===== src/rtl/memory_unit.sv =====
// memory_unit: memory pipeline stage. It aligns load data and owns the data-memory
// write port, which has a req/ready handshake and a watchdog. It drives the CSR write
// port and holds the MW register that feeds writeback and forwarding.
module memory_unit #(
  parameter int unsigned MAX_WAIT = 255,
  parameter logic [31:0] BOX      = 32'hFFFFFFFF
) (
  input  logic        clk_i,
  input  logic        reset_i,
  input  logic        M_stall_i,
  input  logic        W_flush_i,
  input  logic [31:0] EM_PC_i,
  input  logic [31:0] EM_instr_i,
  input  logic        EM_nop_i,
  input  logic        EM_isLoad_i,
  input  logic        EM_isStore_i,
  input  logic        EM_isCSR_i,
  input  logic        EM_isCSRWrite_i,
  input  logic        EM_isAMO_i,
  input  logic [5:0]  EM_rdId_i,
  input  logic [11:0] EM_csrId_i,
  input  logic [2:0]  EM_funct3_i,
  input  logic [63:0] EM_rs2_i,
  input  logic [63:0] EM_Eresult_i,
  input  logic [31:0] EM_addr_i,
  input  logic [63:0] EM_Mdata_i,
  input  logic [31:0] EM_CSRdata_i,
  input  logic        EM_wbEnable_i,
  output logic [31:0] DMemWAddr_o,
  output logic [63:0] DMemWData_o,
  output logic [7:0]  DMemWMask_o,
  output logic        DMemWReq_o,
  input  logic        DMemWReady_i,
  output logic        csrWEnable_o,
  output logic [11:0] csrWAddr_o,
  output logic [31:0] csrWData_o,
  output logic        M_stall_o,
  output logic        M_fault_o,
  output logic [31:0] MW_PC_o,
  output logic [31:0] MW_instr_o,
  output logic        MW_nop_o,
  output logic [5:0]  MW_rdId_o,
  output logic [63:0] MW_wbData_o,
  output logic        MW_wbEnable_o
);

  localparam logic [31:0] NOP_INSTR  = 32'h00000033;
  localparam logic [15:0] MAX_WAIT_C = 16'(MAX_WAIT);

  typedef enum logic [1:0] {IDLE, WAIT, DONE} state_t;

  state_t      state;
  logic [15:0] cnt;

  logic        valid;
  logic        wr;
  logic [2:0]  offset;
  logic        wait_expired;
  logic [7:0]  ld_byte;
  logic [15:0] ld_half;
  logic [31:0] ld_word;
  logic [63:0] load_data;
  logic [63:0] wb_data;

  assign valid        = !EM_nop_i;
  assign wr           = valid && (EM_isStore_i || EM_isAMO_i);
  assign offset       = EM_addr_i[2:0];
  assign wait_expired = (state == WAIT) && (cnt == MAX_WAIT_C);

  assign DMemWAddr_o  = {EM_addr_i[31:3], 3'b000};
  assign DMemWReq_o   = wr && (state != DONE) && !reset_i;
  assign M_stall_o    = DMemWReq_o && !DMemWReady_i && !wait_expired;

  assign csrWEnable_o = valid && EM_isCSRWrite_i && !M_stall_o && !M_stall_i;
  assign csrWAddr_o   = EM_csrId_i;
  assign csrWData_o   = EM_Eresult_i[31:0];

  // Select the addressed lane of the doubleword and extend it; sub-size offset bits are ignored
  always_comb begin
    ld_byte = EM_Mdata_i[{offset, 3'b000} +: 8];
    ld_half = EM_Mdata_i[{offset[2:1], 4'b0000} +: 16];
    ld_word = offset[2] ? EM_Mdata_i[63:32] : EM_Mdata_i[31:0];
    case (EM_funct3_i)
      3'b000:  load_data = {BOX, {24{ld_byte[7]}}, ld_byte};
      3'b100:  load_data = {BOX, 24'h000000, ld_byte};
      3'b001:  load_data = {BOX, {16{ld_half[15]}}, ld_half};
      3'b101:  load_data = {BOX, 16'h0000, ld_half};
      3'b011:  load_data = EM_Mdata_i;
      default: load_data = {BOX, ld_word};
    endcase
  end

  // Byte enables and lane-replicated write data; AMOs always write a word
  always_comb begin
    if (EM_isAMO_i) begin
      DMemWMask_o = 8'h0F << {offset[2], 2'b00};
      DMemWData_o = {2{EM_Eresult_i[31:0]}};
    end else begin
      case (EM_funct3_i[1:0])
        2'b00: begin
          DMemWMask_o = 8'h01 << offset;
          DMemWData_o = {8{EM_rs2_i[7:0]}};
        end
        2'b01: begin
          DMemWMask_o = 8'h03 << {offset[2:1], 1'b0};
          DMemWData_o = {4{EM_rs2_i[15:0]}};
        end
        2'b10: begin
          DMemWMask_o = 8'h0F << {offset[2], 2'b00};
          DMemWData_o = {2{EM_rs2_i[31:0]}};
        end
        default: begin
          DMemWMask_o = 8'hFF;
          DMemWData_o = EM_rs2_i;
        end
      endcase
    end
  end

  // Writeback value priority: load, AMO old memory word, old CSR value, execute result
  always_comb begin
    if (EM_isLoad_i)       wb_data = load_data;
    else if (EM_isAMO_i)   wb_data = {BOX, ld_word};
    else if (EM_isCSR_i)   wb_data = {BOX, EM_CSRdata_i};
    else                   wb_data = EM_Eresult_i;
  end

  // Write handshake; DONE keeps a store held by M_stall_i from being written twice
  always_ff @(posedge clk_i) begin
    if (reset_i) begin
      state     <= IDLE;
      cnt       <= 16'd0;
      M_fault_o <= 1'b0;
    end else begin
      M_fault_o <= 1'b0;
      case (state)
        IDLE: begin
          if (wr) begin
            if (DMemWReady_i) begin
              state <= M_stall_i ? DONE : IDLE;
            end else begin
              state <= WAIT;
              cnt   <= 16'd1;
            end
          end
        end
        WAIT: begin
          if (!wr) begin
            state <= IDLE;
          end else if (DMemWReady_i) begin
            state <= M_stall_i ? DONE : IDLE;
          end else if (cnt == MAX_WAIT_C) begin
            M_fault_o <= 1'b1;
            state     <= M_stall_i ? DONE : IDLE;
          end else begin
            cnt <= cnt + 16'd1;
          end
        end
        DONE: begin
          if (!M_stall_i) state <= IDLE;
        end
        default: state <= IDLE;
      endcase
    end
  end

  // MW register: capture when free, bubble while the write stalls, flush overrides both
  always_ff @(posedge clk_i) begin
    if (reset_i) begin
      MW_PC_o       <= 32'd0;
      MW_instr_o    <= NOP_INSTR;
      MW_nop_o      <= 1'b1;
      MW_rdId_o     <= 6'd0;
      MW_wbData_o   <= 64'd0;
      MW_wbEnable_o <= 1'b0;
    end else begin
      if (!M_stall_i && !M_stall_o) begin
        MW_PC_o       <= EM_PC_i;
        MW_instr_o    <= EM_instr_i;
        MW_nop_o      <= EM_nop_i;
        MW_rdId_o     <= EM_rdId_i;
        MW_wbData_o   <= wb_data;
        MW_wbEnable_o <= valid && EM_wbEnable_i && (EM_rdId_i != 6'd0);
      end else if (!M_stall_i && M_stall_o) begin
        MW_nop_o      <= 1'b1;
        MW_wbEnable_o <= 1'b0;
      end
      if (W_flush_i) begin
        MW_nop_o      <= 1'b1;
        MW_wbEnable_o <= 1'b0;
        MW_instr_o    <= NOP_INSTR;
      end
    end
  end

endmodule


===== config.mk =====
export PLATFORM = sky130hd
export DESIGN_NAME = memory_unit
export DESIGN_NICKNAME = d
export VERILOG_FILES = /design/src/rtl/memory_unit.sv
export SDC_FILE = /design/constraint.sdc
export NUM_CORES = 1
export LEC_CHECK = 0
export CORE_AREA = 3 3 249 251
export CTS_CLUSTER_DIAMETER = 200
export DETAILED_ROUTE_END_ITERATION = 7
export DIE_AREA = 0 0 252 254
export SETUP_SLACK_MARGIN = 0.5
export SYNTH_ARGS = -nofsm -noshare
export SYNTH_HDL_FRONTEND = slang
export SYNTH_SLANG_ARGS = --single-unit

===== constraint.sdc =====
create_clock -name clk_i -period 5.7 [get_ports clk_i]
set_clock_uncertainty 0.05 [all_clocks]
set_input_delay 1.14 -clock clk_i [delete_from_list [all_inputs] [get_ports clk_i]]
set_output_delay 1.14 -clock clk_i [all_outputs]
set_load 0.005 [all_outputs]

==> results of run 1 <==
routing by layer:
| metal | vias to the layer above | GRT usage |
|---|---|---|
| met4 | 4 | 0.1022 |
| li1 | 5928 | - |
| met5 | - | 0 |
| met2 | 830 | 0.3778 |
| met1 | 6374 | 0.2398 |
| met3 | 165 | 0.04544 |
sequential cells by signal, indices dropped and copies added (netlist names):
| register | count |
|---|---|
| MW_wbData_o | 64 |
| state | 2 |
| MW_nop_o | 1 |
| cnt | 16 |
| MW_instr_o | 32 |
| M_fault_o | 1 |
| MW_PC_o | 32 |
| MW_rdId_o | 6 |
| MW_wbEnable_o | 1 |
cell usage after synthesis (all sizes together), types with 5 or more instances:
cell	instances
inv	16
nand3	15
nand2b	6
a222oi	6
or4	10
nor2b	18
a211o	6
nor2	65
nand3b	10
a311oi	13
a31o	6
clkbuf	67
nand4	9
nor3	8
a21oi	204
buf	140
nor4	27
or3	5
a22oi	10
nand2	255
o21ai	68
a211oi	39
mux2i	86
o31ai	11
a32oi	8
a31oi	9
mux2	68
o22ai	8
mux4	16
dfxtp	155
o221ai	33
logic make-up after synthesis:
kind of cell	Yosys count	share of synthesized area
mux	170	0.1809
simple gates	441	0.1798
fa+ha+maj	1	0.001139
compound gates	434	0.2437
xor+xnor	1	0.0007978
flops	155	0.2826
buf+inv	225	0.1106
other cells	1	0.0003415
stage by stage:
step | hold WS [ns] | power (mW) | utilization
floorplan | 0.3982 | 1.688 | -
global placement | 0.3892 | 2.342 | 0.2761
detailed placement | 0.3953 | 2.351 | 0.2761
CTS | 0.4056 | 3.550 | 0.2858
global route | 0.4184 | 3.668 | 0.2860
finish | 0.4056 | 3.511 | 0.2863
power groups by stage:
| stage | sequential (mW) | clock [mW] | combinational (mW) |
|---|---|---|---|
| floorplan | 1.21 | 0 | 0.482 |
| global placement | 1.20 | 0 | 1.14 |
| detailed placement | 1.21 | 0 | 1.15 |
| CTS | 1.18 | 1.22 | 1.15 |
| global route | 1.19 | 1.26 | 1.22 |
| finish | 1.18 | 1.18 | 1.15 |
tightest hold or removal path: cells and delay by family (launching register included):
kind	cells	cell delay, ns
and+or+nand+nor	1	0.05
DFF	1	0.31
AOI/OAI and AO/OA	1	0.05
cell type report:
type / instances / area [sq um]
clock buffer: 18 / 439.2
antenna: 12 / 30.03
fill: 6429 / 42920
sequential: 155 / 3103
tap: 782 / 978.4
inverter: 18 / 67.56
clock inverter: 14 / 147.6
multi-input combinational: 1050 / 6698
timing repair buffer: 583 / 5753
final timing paths:
path / from / to / slack, ns / depth (start not counted)
max: EM_addr_i[1] / DMemWMask_o[5] / 0.86 / 5
max reg2reg: cnt[0] / MW_wbData_o[17] / 2.42 / 7
min: MW_instr_o[22] / MW_instr_o[22] / 0.41 / 2
min reg2reg: MW_instr_o[22] / MW_instr_o[22] / 0.41 / 2
==> impl_results.md, run 1 <==
- Status: completed
- Slowest-stage cell, CP: nor2b_1
- Share of cells above drive strength 1: 0.09086
- Lkg Pwr: 6.105 nW
- Share of power burned in registers: 0.337
- Highest routing layer actually used: met5
- Post-CTS Setup Inserts: 0
- Layout Nets: 2179
- Max-cap violations: 0
- Initial Util: 0.1826
- Mapped Cells: 1428
- Clock Pin Slew Worst Setup and Hold Paths: 0.07 ns
- Core ar.: 60130 sq um
- Clock Path Buffers: 2
- Nature of the critical path endpoint: output port
- GRT Total Usage: 0.2116
- Async S/R FF share, synth: 0
- FP Rows: 90
- RSZ-0062 raised after global routing: no
- Final Max Tran Viols: 0
- Startpoint types: input port
- Seq/Total Area, Yosys: 0.2826
- Wire per inst: 27.12 um
- Worst path max stage delay: 0.84 ns
- CTS resizes: 0
- CTS sink cnt: 155
- Worst path required time: 4.51 ns
- Final Worst Setup Slack: 0.8576 ns
- Post-placement cell area: 16600 sq um
- Die ar.: 64010 sq um
- Design area: 17220 sq um
- Buf/Inv on CP: 2
- Post-synth top area share: 0.2826
- Clock root buffer master: clkbuf_16
- Routed via count: 13301
- Final critical-path required period: 4.842 ns
- P&R area growth vs syn: 56.79%
- Internal power: 2.332 mW
- M1 WL: 26780 um
- Later-pin clock latency in the skew report: 0.46 ns
- Max Freq: 0.2065 GHz
- CP Class: in -> out
- Post-synth cell types: 60
- Setup TNS: 0 ns
- Initial antenna violation count: 24
- Min-delay worst type: reg -> reg
- Final worst path period share: 0.8495
- Critical path, cell by cell: clkdlybuf4s50_1 > nor2b_1 > o21ai_0 > o21ai_0 > clkdlybuf4s50_1
- Most frequent cells in the layout: clkdlybuf4s50_1, nand2_1, a21oi_1
- Drc violations: 0
- CTS tree: built
- Mapped Area: 10980 sq um
- Worst Path Max Fanout: 10
- Worst path arrival time: 3.65 ns
- Final Hold Fails: 0
- Setup WS pre-CTS: 0.9670 ns
- Placed cell count: 2588
- Vias in the first global route: 12799
- Logic gate share of total power: 0.328
- IR drop worst, VDD: 0.0002119 V
- Syn. warnings: 0
- DPL Wire Length: 57070 um
- Iteration-0 DRC Markers: 1172
- Worst slew pin tran: 1.302 ns
- DR pass1 iterations: 7
- Met3 WL: 5730 um
- Largest net degree at the start of global routing: 99
- Routed wire length: 71390 um
- Rel. slew slack: 0.1254
- Post-CTS Hold Buffers: 0
- Final non-filler cell total: 2632
- First-pass GRT wire length: 96730 um
- Post-DRT Antenna Nets: 0
- Total grt overflow: 0
- Family of cells with the greatest summed delay on the critical path: buffers and inverters
- Most common cell after layout, fill and taps aside: clkdlybuf4s50_1
- Most used DFF post-synth: dfxtp_1
- Clock power frac: 0.335
- Post-synth EDFFs: 0
- Yosys reg bits: 155
- Synth area leader: dfxtp_1
- Chip height: 254 um
- I/O pin count: 641
- Port Buf Inserts: 555
- Sw Pwr: 1.179 mW
- WL met2: 35590 um
- Largest cells by area after synthesis: dfxtp_1, a21oi_1, nand2_1
- CTS Buf Count: 17
- # H-tree levels: 4
- Switching share of power: 0.3359
- Setup violators final: 0
- Avg Cell Area, Syn: 7.689 sq um
- Power per cell area: 203.9 nW/um^2
- GPL Wtd Cong: 0.9511
- Chip Width: 252 um
- Vias per cell: 5.054
(Power assumes the default switching activity.)
==> run 2: changes to the inputs <==
--- a/config.mk
+++ b/config.mk
@@ -5,10 +5,10 @@
 export SDC_FILE = /design/constraint.sdc
 export NUM_CORES = 1
 export LEC_CHECK = 0
-export CORE_AREA = 3 3 249 251
+export CORE_AREA = 3 3 250 252
 export CTS_CLUSTER_DIAMETER = 200
 export DETAILED_ROUTE_END_ITERATION = 7
-export DIE_AREA = 0 0 252 254
+export DIE_AREA = 0 0 253 255
 export SETUP_SLACK_MARGIN = 0.5
 export SYNTH_ARGS = -nofsm -noshare
 export SYNTH_HDL_FRONTEND = slang
==> constraint.sdc (replaced) <==
create_clock -name clk_i -period 4.33 [get_ports clk_i]
set_clock_uncertainty 0.05 [all_clocks]
set_input_delay 0.866 -clock clk_i [delete_from_list [all_inputs] [get_ports clk_i]]
set_output_delay 0.866 -clock clk_i [all_outputs]
set_load 0.005 [all_outputs]
==> impl_results.md, run 2 (synthesis gave the netlist of run 1 again) <==
- R2r worst-path depth: 7 (unchanged)
- Layout fillers: 6449 (+0.31%)
- Reg-to-reg endpoint: MW_wbData_o[34]
- RSZ-0062 raised after global routing: no
- WHS: 0.4038 ns (-0.001775 ns)
- Design area: 17440 sq um (+1.3%)
- Final critical-path required period: 3.787 ns
- Total Power: 4.762 mW (+36%)
- First-pass GRT wire length: 100200 um (+3.6%)
- FP Rows: 90 (unchanged)
- Nature of the critical path endpoint: output port
- Worst path arrival time: 2.87 ns (-0.78 ns)
- Clock Path Buffers: 2 (unchanged)
- Worst Path Max Fanout: 7 (-3)
- Final Worst Setup Slack: 0.5430 ns (-0.3146 ns)
- Final Hold Fails: 0 (unchanged)
- Startpoint types: input port
- Family of cells with the greatest summed delay on the critical path: buffers and inverters
- # H-tree levels: 4 (unchanged)
- Wire per inst: 27.91 um (+2.9%)
- DR pass1 iterations: 8 (+1)
- Later-pin clock latency in the skew report: 0.45 ns (about the same)
- Largest net degree at the start of global routing: 120 (+21%)
- CP Class: in -> out
- Chip height: 255 um (+0.39%)
- Setup violators final: 0 (unchanged)
- Vias in the first global route: 13199 (+3.1%)
- Layout Nets: 2193 (+0.64%)
- Flop-to-flop setup slack: 1.19 ns (-1.23 ns)
- Worst min-delay path startpoint: MW_wbData_o[40]
- Top Registers: MW_wbData_o: 64 flops, MW_PC_o: 32 flops, MW_instr_o: 32 flops
- Number of flip-flops in the largest register: 64 (unchanged)
- I/O pin count: 641 (unchanged)
- Lkg Pwr: 6.244 nW (+2.3%)
- Core ar.: 60360 sq um (+0.37%)
- CTS Buf Count: 17 (unchanged)
- Rel. slew slack: 0.3420 (+0.2166)
- Min-delay worst type: reg -> reg
- GRT Total Usage: 0.2175 (+0.005933)
- Power per cell area: 273.0 nW/um^2 (+34%)
- P&R area growth vs syn: 58.84%
- Clock root buffer master: clkbuf_16
- Worst slew pin tran: 0.9870 ns (-0.3149 ns)
- Total grt overflow: 0 (unchanged)
- Post-DRT Antenna Nets: 0 (unchanged)
- Routed wire length: 73850 um (+3.4%)
- Post-CTS Setup Inserts: 0 (unchanged)
- Max Freq: 0.2641 GHz
- Placed cell count: 2602 (+0.54%)
- Post-placement cell area: 16750 sq um (+0.90%)
- Final non-filler cell total: 2646 (+0.53%)
- Most common cell after layout, fill and taps aside: clkdlybuf4s50_1
- Vias per cell: 5.043 (-0.20%)
- Slowest-stage cell, CP: clkdlybuf4s50_1
- Chip Width: 253 um (+0.40%)
- CTS tree: built
- Largest Register: MW_wbData_o
- Clock Pin Slew Worst Setup and Hold Paths: 0.08 ns (about the same)
- Final worst path period share: 0.8746
- Share of cells above drive strength 1: 0.09881 (+0.007952)
- Critical path's most frequent cell: clkdlybuf4s50_1
- CTS sink cnt: 155 (unchanged)
- Most frequent cells in the layout: clkdlybuf4s50_1, nand2_1, a21oi_1
- GPL Wtd Cong: 1.027 (+8.0%)
- Iteration-0 DRC Markers: 1127 (-3.8%)
- Setup WS pre-CTS: 0.2594 ns (-0.7076 ns)
- Buf/Inv on CP: 2 (unchanged)
- Initial antenna violation count: 27 (+13%)
- Worst Hold Endpoint: MW_wbData_o[40]
- IR drop worst, VDD: 0.0002814 V (+33%)
- Port Buf Inserts: 555 (unchanged)
- Drc violations: 0 (unchanged)
- Critical path, cell by cell: clkdlybuf4s50_1 > mux2_2 > o21ai_0 > a21oi_1 > clkdlybuf4s50_1
- Core Util, Final: 0.2890 (+0.002663)
- Setup TNS: 0 ns (unchanged)
- Worst path required time: 3.41 ns (-1.10 ns)
- Post-CTS Hold Buffers: 0 (unchanged)
- Max-cap violations: 0 (unchanged)
- Status: completed
- Routed via count: 13345 (+0.33%)
- Die ar.: 64520 sq um (+0.79%)
- R2r startpoint: cnt[0]
- Min-Delay Path Depth: 2 (unchanged)
- Final Max Tran Viols: 0 (unchanged)
- Initial Util: 0.1819 (-0.0006814)
- DPL Wire Length: 58870 um (+3.2%)
- Worst path max stage delay: 0.82 ns (-0.02 ns)
run 2: cell types whose count changed in the layout (fill, tap and decap cells not counted), moves of 2 or more:
cell             previous run  this run
buf_12                      1         5
a311oi_2                    0         2
dlymetal6s2s_1              0         3
a311oi_1                   13        11
inv_8                       6         3
clkinv_8                    2         7
clkdlybuf4s50_1           549       544
buf_4                      29        39
dlygate4sd2_1               0         2
inv_12                      0         3
run 2: worst max-delay path by stage:
stage / start / to / slack (ns) / cells after the start
after global routing: EM_funct3_i[1] / DMemWData_o[60] / 0.50 / 9
after detailed placement: EM_addr_i[1] / DMemWMask_o[4] / 0.26 / 5
final: EM_rs2_i[7] / DMemWData_o[47] / 0.54 / 5
after CTS: EM_addr_i[0] / DMemWMask_o[4] / 0.49 / 5
after floorplan: EM_nop_i / csrWEnable_o / 1.26 / 6
after global placement: EM_addr_i[1] / DMemWMask_o[4] / 0.26 / 5
run 2: area by class of cell:
| cell class | instances | area (sq um) | area share |
|---|---|---|---|
| Inverter | 18 | 67.56 | 0.003874 |
| Tap cell | 782 | 978.4 | 0.05610 |
| Clock buffer | 17 | 425.4 | 0.02439 |
| Sequential cell | 155 | 3103 | 0.1779 |
| Timing Repair Buffer | 597 | 5913 | 0.3390 |
| Antenna cell | 12 | 30.03 | 0.001722 |
| Multi-Input combinational cell | 1050 | 6710 | 0.3847 |
| Clock inverter | 15 | 214.0 | 0.01227 |
run 2: repair_timing:
action	in CTS	in global routing
gates cloned	0	0
gates resized for setup	4	5
endpoints found under the setup margin	5	9
run 2: report_power, final:
group,internal (mW),switching (mW)
Sequential,1.51,0.0495
Combinational,0.790,0.768
Clock,0.804,0.842
Total,3.10,1.66
run 2: metal layers:
layer	global-route usage	part of all wire	vias to the layer above
met5	0	0.0021	-
met4	0.09722	0.045	22
met3	0.04827	0.079	171
met2	0.3870	0.49	795
met1	0.2502	0.38	6399
li1	-	-	5958
run 2: worst register-to-register path, stage by stage, from the launching register on:
cell and delay, ns:
dfxtp_1 0.41, ha_1 0.22, and2_1 0.35, and3_1 0.34, a32o_4 0.87, buf_12 0.41
o221ai_1 0.27, a21oi_1 0.17
==> run 3: changes to the inputs <==
--- a/config.mk
+++ b/config.mk
@@ -5,10 +5,13 @@
 export SDC_FILE = /design/constraint.sdc
 export NUM_CORES = 1
 export LEC_CHECK = 0
-export CORE_AREA = 3 3 250 252
+export CELL_PAD_IN_SITES_DETAIL_PLACEMENT = 1
+export CELL_PAD_IN_SITES_GLOBAL_PLACEMENT = 1
+export CORE_AREA = 3 3 245 247
 export CTS_CLUSTER_DIAMETER = 200
 export DETAILED_ROUTE_END_ITERATION = 7
-export DIE_AREA = 0 0 253 255
+export DIE_AREA = 0 0 248 250
+export PLACE_DENSITY_LB_ADDON = 0.1
 export SETUP_SLACK_MARGIN = 0.5
 export SYNTH_ARGS = -nofsm -noshare
 export SYNTH_HDL_FRONTEND = slang
==> impl_results.md, run 3 (synthesis gave the netlist of run 1 again) <==
- Layout fillers: 6785 (+5.2%)
- Vias in the first global route: 13377 (+1.3%)
- Most common cell after layout, fill and taps aside: clkdlybuf4s50_1
- Layout Nets: 2198 (+0.23%)
- DR pass1 iterations: 6 (-2)
- Worst min-delay path startpoint: MW_wbData_o[55]
- Worst path arrival time: 2.88 ns (about the same)
- Rel. slew slack: 0.2807 (-0.06134)
- Die ar.: 62000 sq um (-3.9%)
- CTS Buf Count: 17 (unchanged)
- Worst Hold Endpoint: MW_wbData_o[55]
- Clock Path Buffers: 2 (unchanged)
- Placed cell count: 2589 (-0.50%)
- Final worst path period share: 0.8770 (+0.002413)
- Worst path max stage delay: 0.55 ns (-0.27 ns)
- Initial antenna violation count: 23 (-15%)
- FF+latch area: 3103 sq um (unchanged)
- Clock root buffer master: clkbuf_16
- Critical path's most frequent cell: clkdlybuf4s50_1
- Status: completed
- # H-tree levels: 4 (unchanged)
- Final non-filler cell total: 2628 (-0.68%)
- Setup WS pre-CTS: 0.5062 ns (+0.2468 ns)
- Reg-to-reg endpoint: MW_wbData_o[5]
- Min-Delay Path Depth: 2 (unchanged)
- Area of the multi-input gates: 6701 sq um (-0.13%)
- Share of cells above drive strength 1: 0.1002 (+0.001403)
- Routed wire length: 73320 um (-0.71%)
- Setup violators final: 0 (unchanged)
- Worst path required time: 3.41 ns (about the same)
- Clock Pin Slew Worst Setup and Hold Paths: 0.07 ns (about the same)
- CTS tree: built
- Nature of the critical path endpoint: output port
- P&R area growth vs syn: 57.90%
- Port Buf Inserts: 555 (unchanged)
- Core ar.: 57810 sq um (-4.2%)
- GRT Total Usage: 0.2274 (+0.009906)
- DPL Wire Length: 57590 um (-2.2%)
- Final Hold Fails: 0 (unchanged)
- Worst Path Max Fanout: 3 (-4)
- Max-cap violations: 0 (unchanged)
- Final Worst Setup Slack: 0.5325 ns (-0.01045 ns)
- FP Rows: 88 (-2.2%)
- Critical path, cell by cell: clkdlybuf4s50_1 > o21bai_2 > or4_4 > buf_4 > nor2_1 > clkdlybuf4s50_1
- Drc violations: 0 (unchanged)
- Chip Width: 248 um (-2.0%)
- Design area: 17340 sq um (-0.60%)
- Power per cell area: 265.8 nW/um^2 (-2.6%)
- RSZ-0062 raised after global routing: yes
- Flop-to-flop setup slack: 1.13 ns (-0.06 ns)
- Chip height: 250 um (-2.0%)
- Most frequent cells in the layout: clkdlybuf4s50_1, nand2_1, a21oi_1
- Max Freq: 0.2633 GHz (-0.28%)
- CP Class: in -> out
- Routed via count: 12880 (-3.5%)
- Largest Register: MW_wbData_o
- IR drop worst, VDD: 0.0002696 V (-4.2%)
- Startpoint types: input port
- R2r startpoint: cnt[0]
- Initial Util: 0.1900 (+0.008033)
- Worst slew pin tran: 1.075 ns (+0.08803 ns)
- CTS sink cnt: 155 (unchanged)
- Final critical-path required period: 3.797 ns (+0.01045 ns)
- Number of flip-flops in the largest register: 64 (unchanged)
- Iteration-0 DRC Markers: 631 (-44%)
- Lkg Pwr: 6.217 nW (-0.42%)
- Vias per cell: 4.901 (-2.8%)
- Top Registers: MW_wbData_o: 64 flops, MW_PC_o: 32 flops, MW_instr_o: 32 flops
- First-pass GRT wire length: 101300 um (+1.1%)
- Min-delay worst type: reg -> reg
- Final Max Tran Viols: 0 (unchanged)
- Wire per inst: 27.90 um (about the same)
- Later-pin clock latency in the skew report: 0.45 ns (about the same)
- Total grt overflow: 0 (unchanged)
- Post-placement cell area: 16760 sq um (about the same)
- Setup TNS: 0 ns (unchanged)
- R2r worst-path depth: 7 (unchanged)
- Total Power: 4.609 mW (-3.2%)
- Largest net degree at the start of global routing: 120 (unchanged)
- I/O pin count: 641 (unchanged)
- Slowest-stage cell, CP: or4_4
- Post-DRT Antenna Nets: 0 (unchanged)
- GPL Wtd Cong: 0.8445 (-18%)
[run 3: worst max-delay path by stage]
stage,to,slack [ns],start,cells past startpoint
after floorplan,csrWEnable_o,1.26,EM_nop_i,6
after global placement,csrWEnable_o,0.53,EM_nop_i,6
after detailed placement,csrWEnable_o,0.51,EM_nop_i,6
after CTS,M_stall_o,0.53,EM_nop_i,6
after global routing,M_stall_o,0.47,EM_nop_i,6
final,M_stall_o,0.53,EM_nop_i,6
[run 3: metal layers]
layer / global-route usage / up-vias / share of wire
li1: - / 5992 / -
met1: 0.2575 / 6317 / 0.40
met2: 0.4018 / 456 / 0.50
met3: 0.08284 / 91 / 0.088
met4: 0.05636 / 24 / 0.019
met5: 0 / - / 0.0024
[run 3: what timing repair did]
item                                   in CTS  in global routing
endpoints found under the hold margin       0                  0
gates resized for setup                     1                  3
setup endpoints to repair                   1                  4
setup buffers                               1                  0
hold buffers                                0                  0
pin swaps                                   2                  0
gates cloned                                0                  0
[run 3: final cells by class]
| type | count | area share |
|---|---|---|
| multi-input cells | 1050 | 0.3865 |
| clock buffers | 18 | 0.02475 |
| inverters | 18 | 0.003897 |
| flip-flops and latches | 155 | 0.1790 |
| well taps | 765 | 0.05521 |
| clock inverters | 13 | 0.006784 |
| repair buffers | 602 | 0.3429 |
| diodes | 7 | 0.001010 |
[run 3: report_power, final]
part	internal (mW)	leakage [nW]	total (mW)	switching, mW
clock	0.792	0.267	1.51	0.717
sequential	1.51	1.27	1.56	0.0472
combinational	0.792	4.68	1.54	0.752
total	3.09	6.22	4.61	1.52
[run 3: stage by stage]
step / hold slack, ns / util
finish: 0.4031 / 0.2999
global placement: 0.3881 / 0.2899
CTS: 0.4073 / 0.2995
global route: 0.4228 / 0.2998
detailed placement: 0.3968 / 0.2899
floorplan: 0.3982 / -
[run 3: worst max-delay path, delay by kind of cell]
family                 cells  cell delay, ns
AND/OR/NAND/NOR            2            0.67
buffers and inverters      3            1.12
AO/OA/AOI/OAI              1            0.22
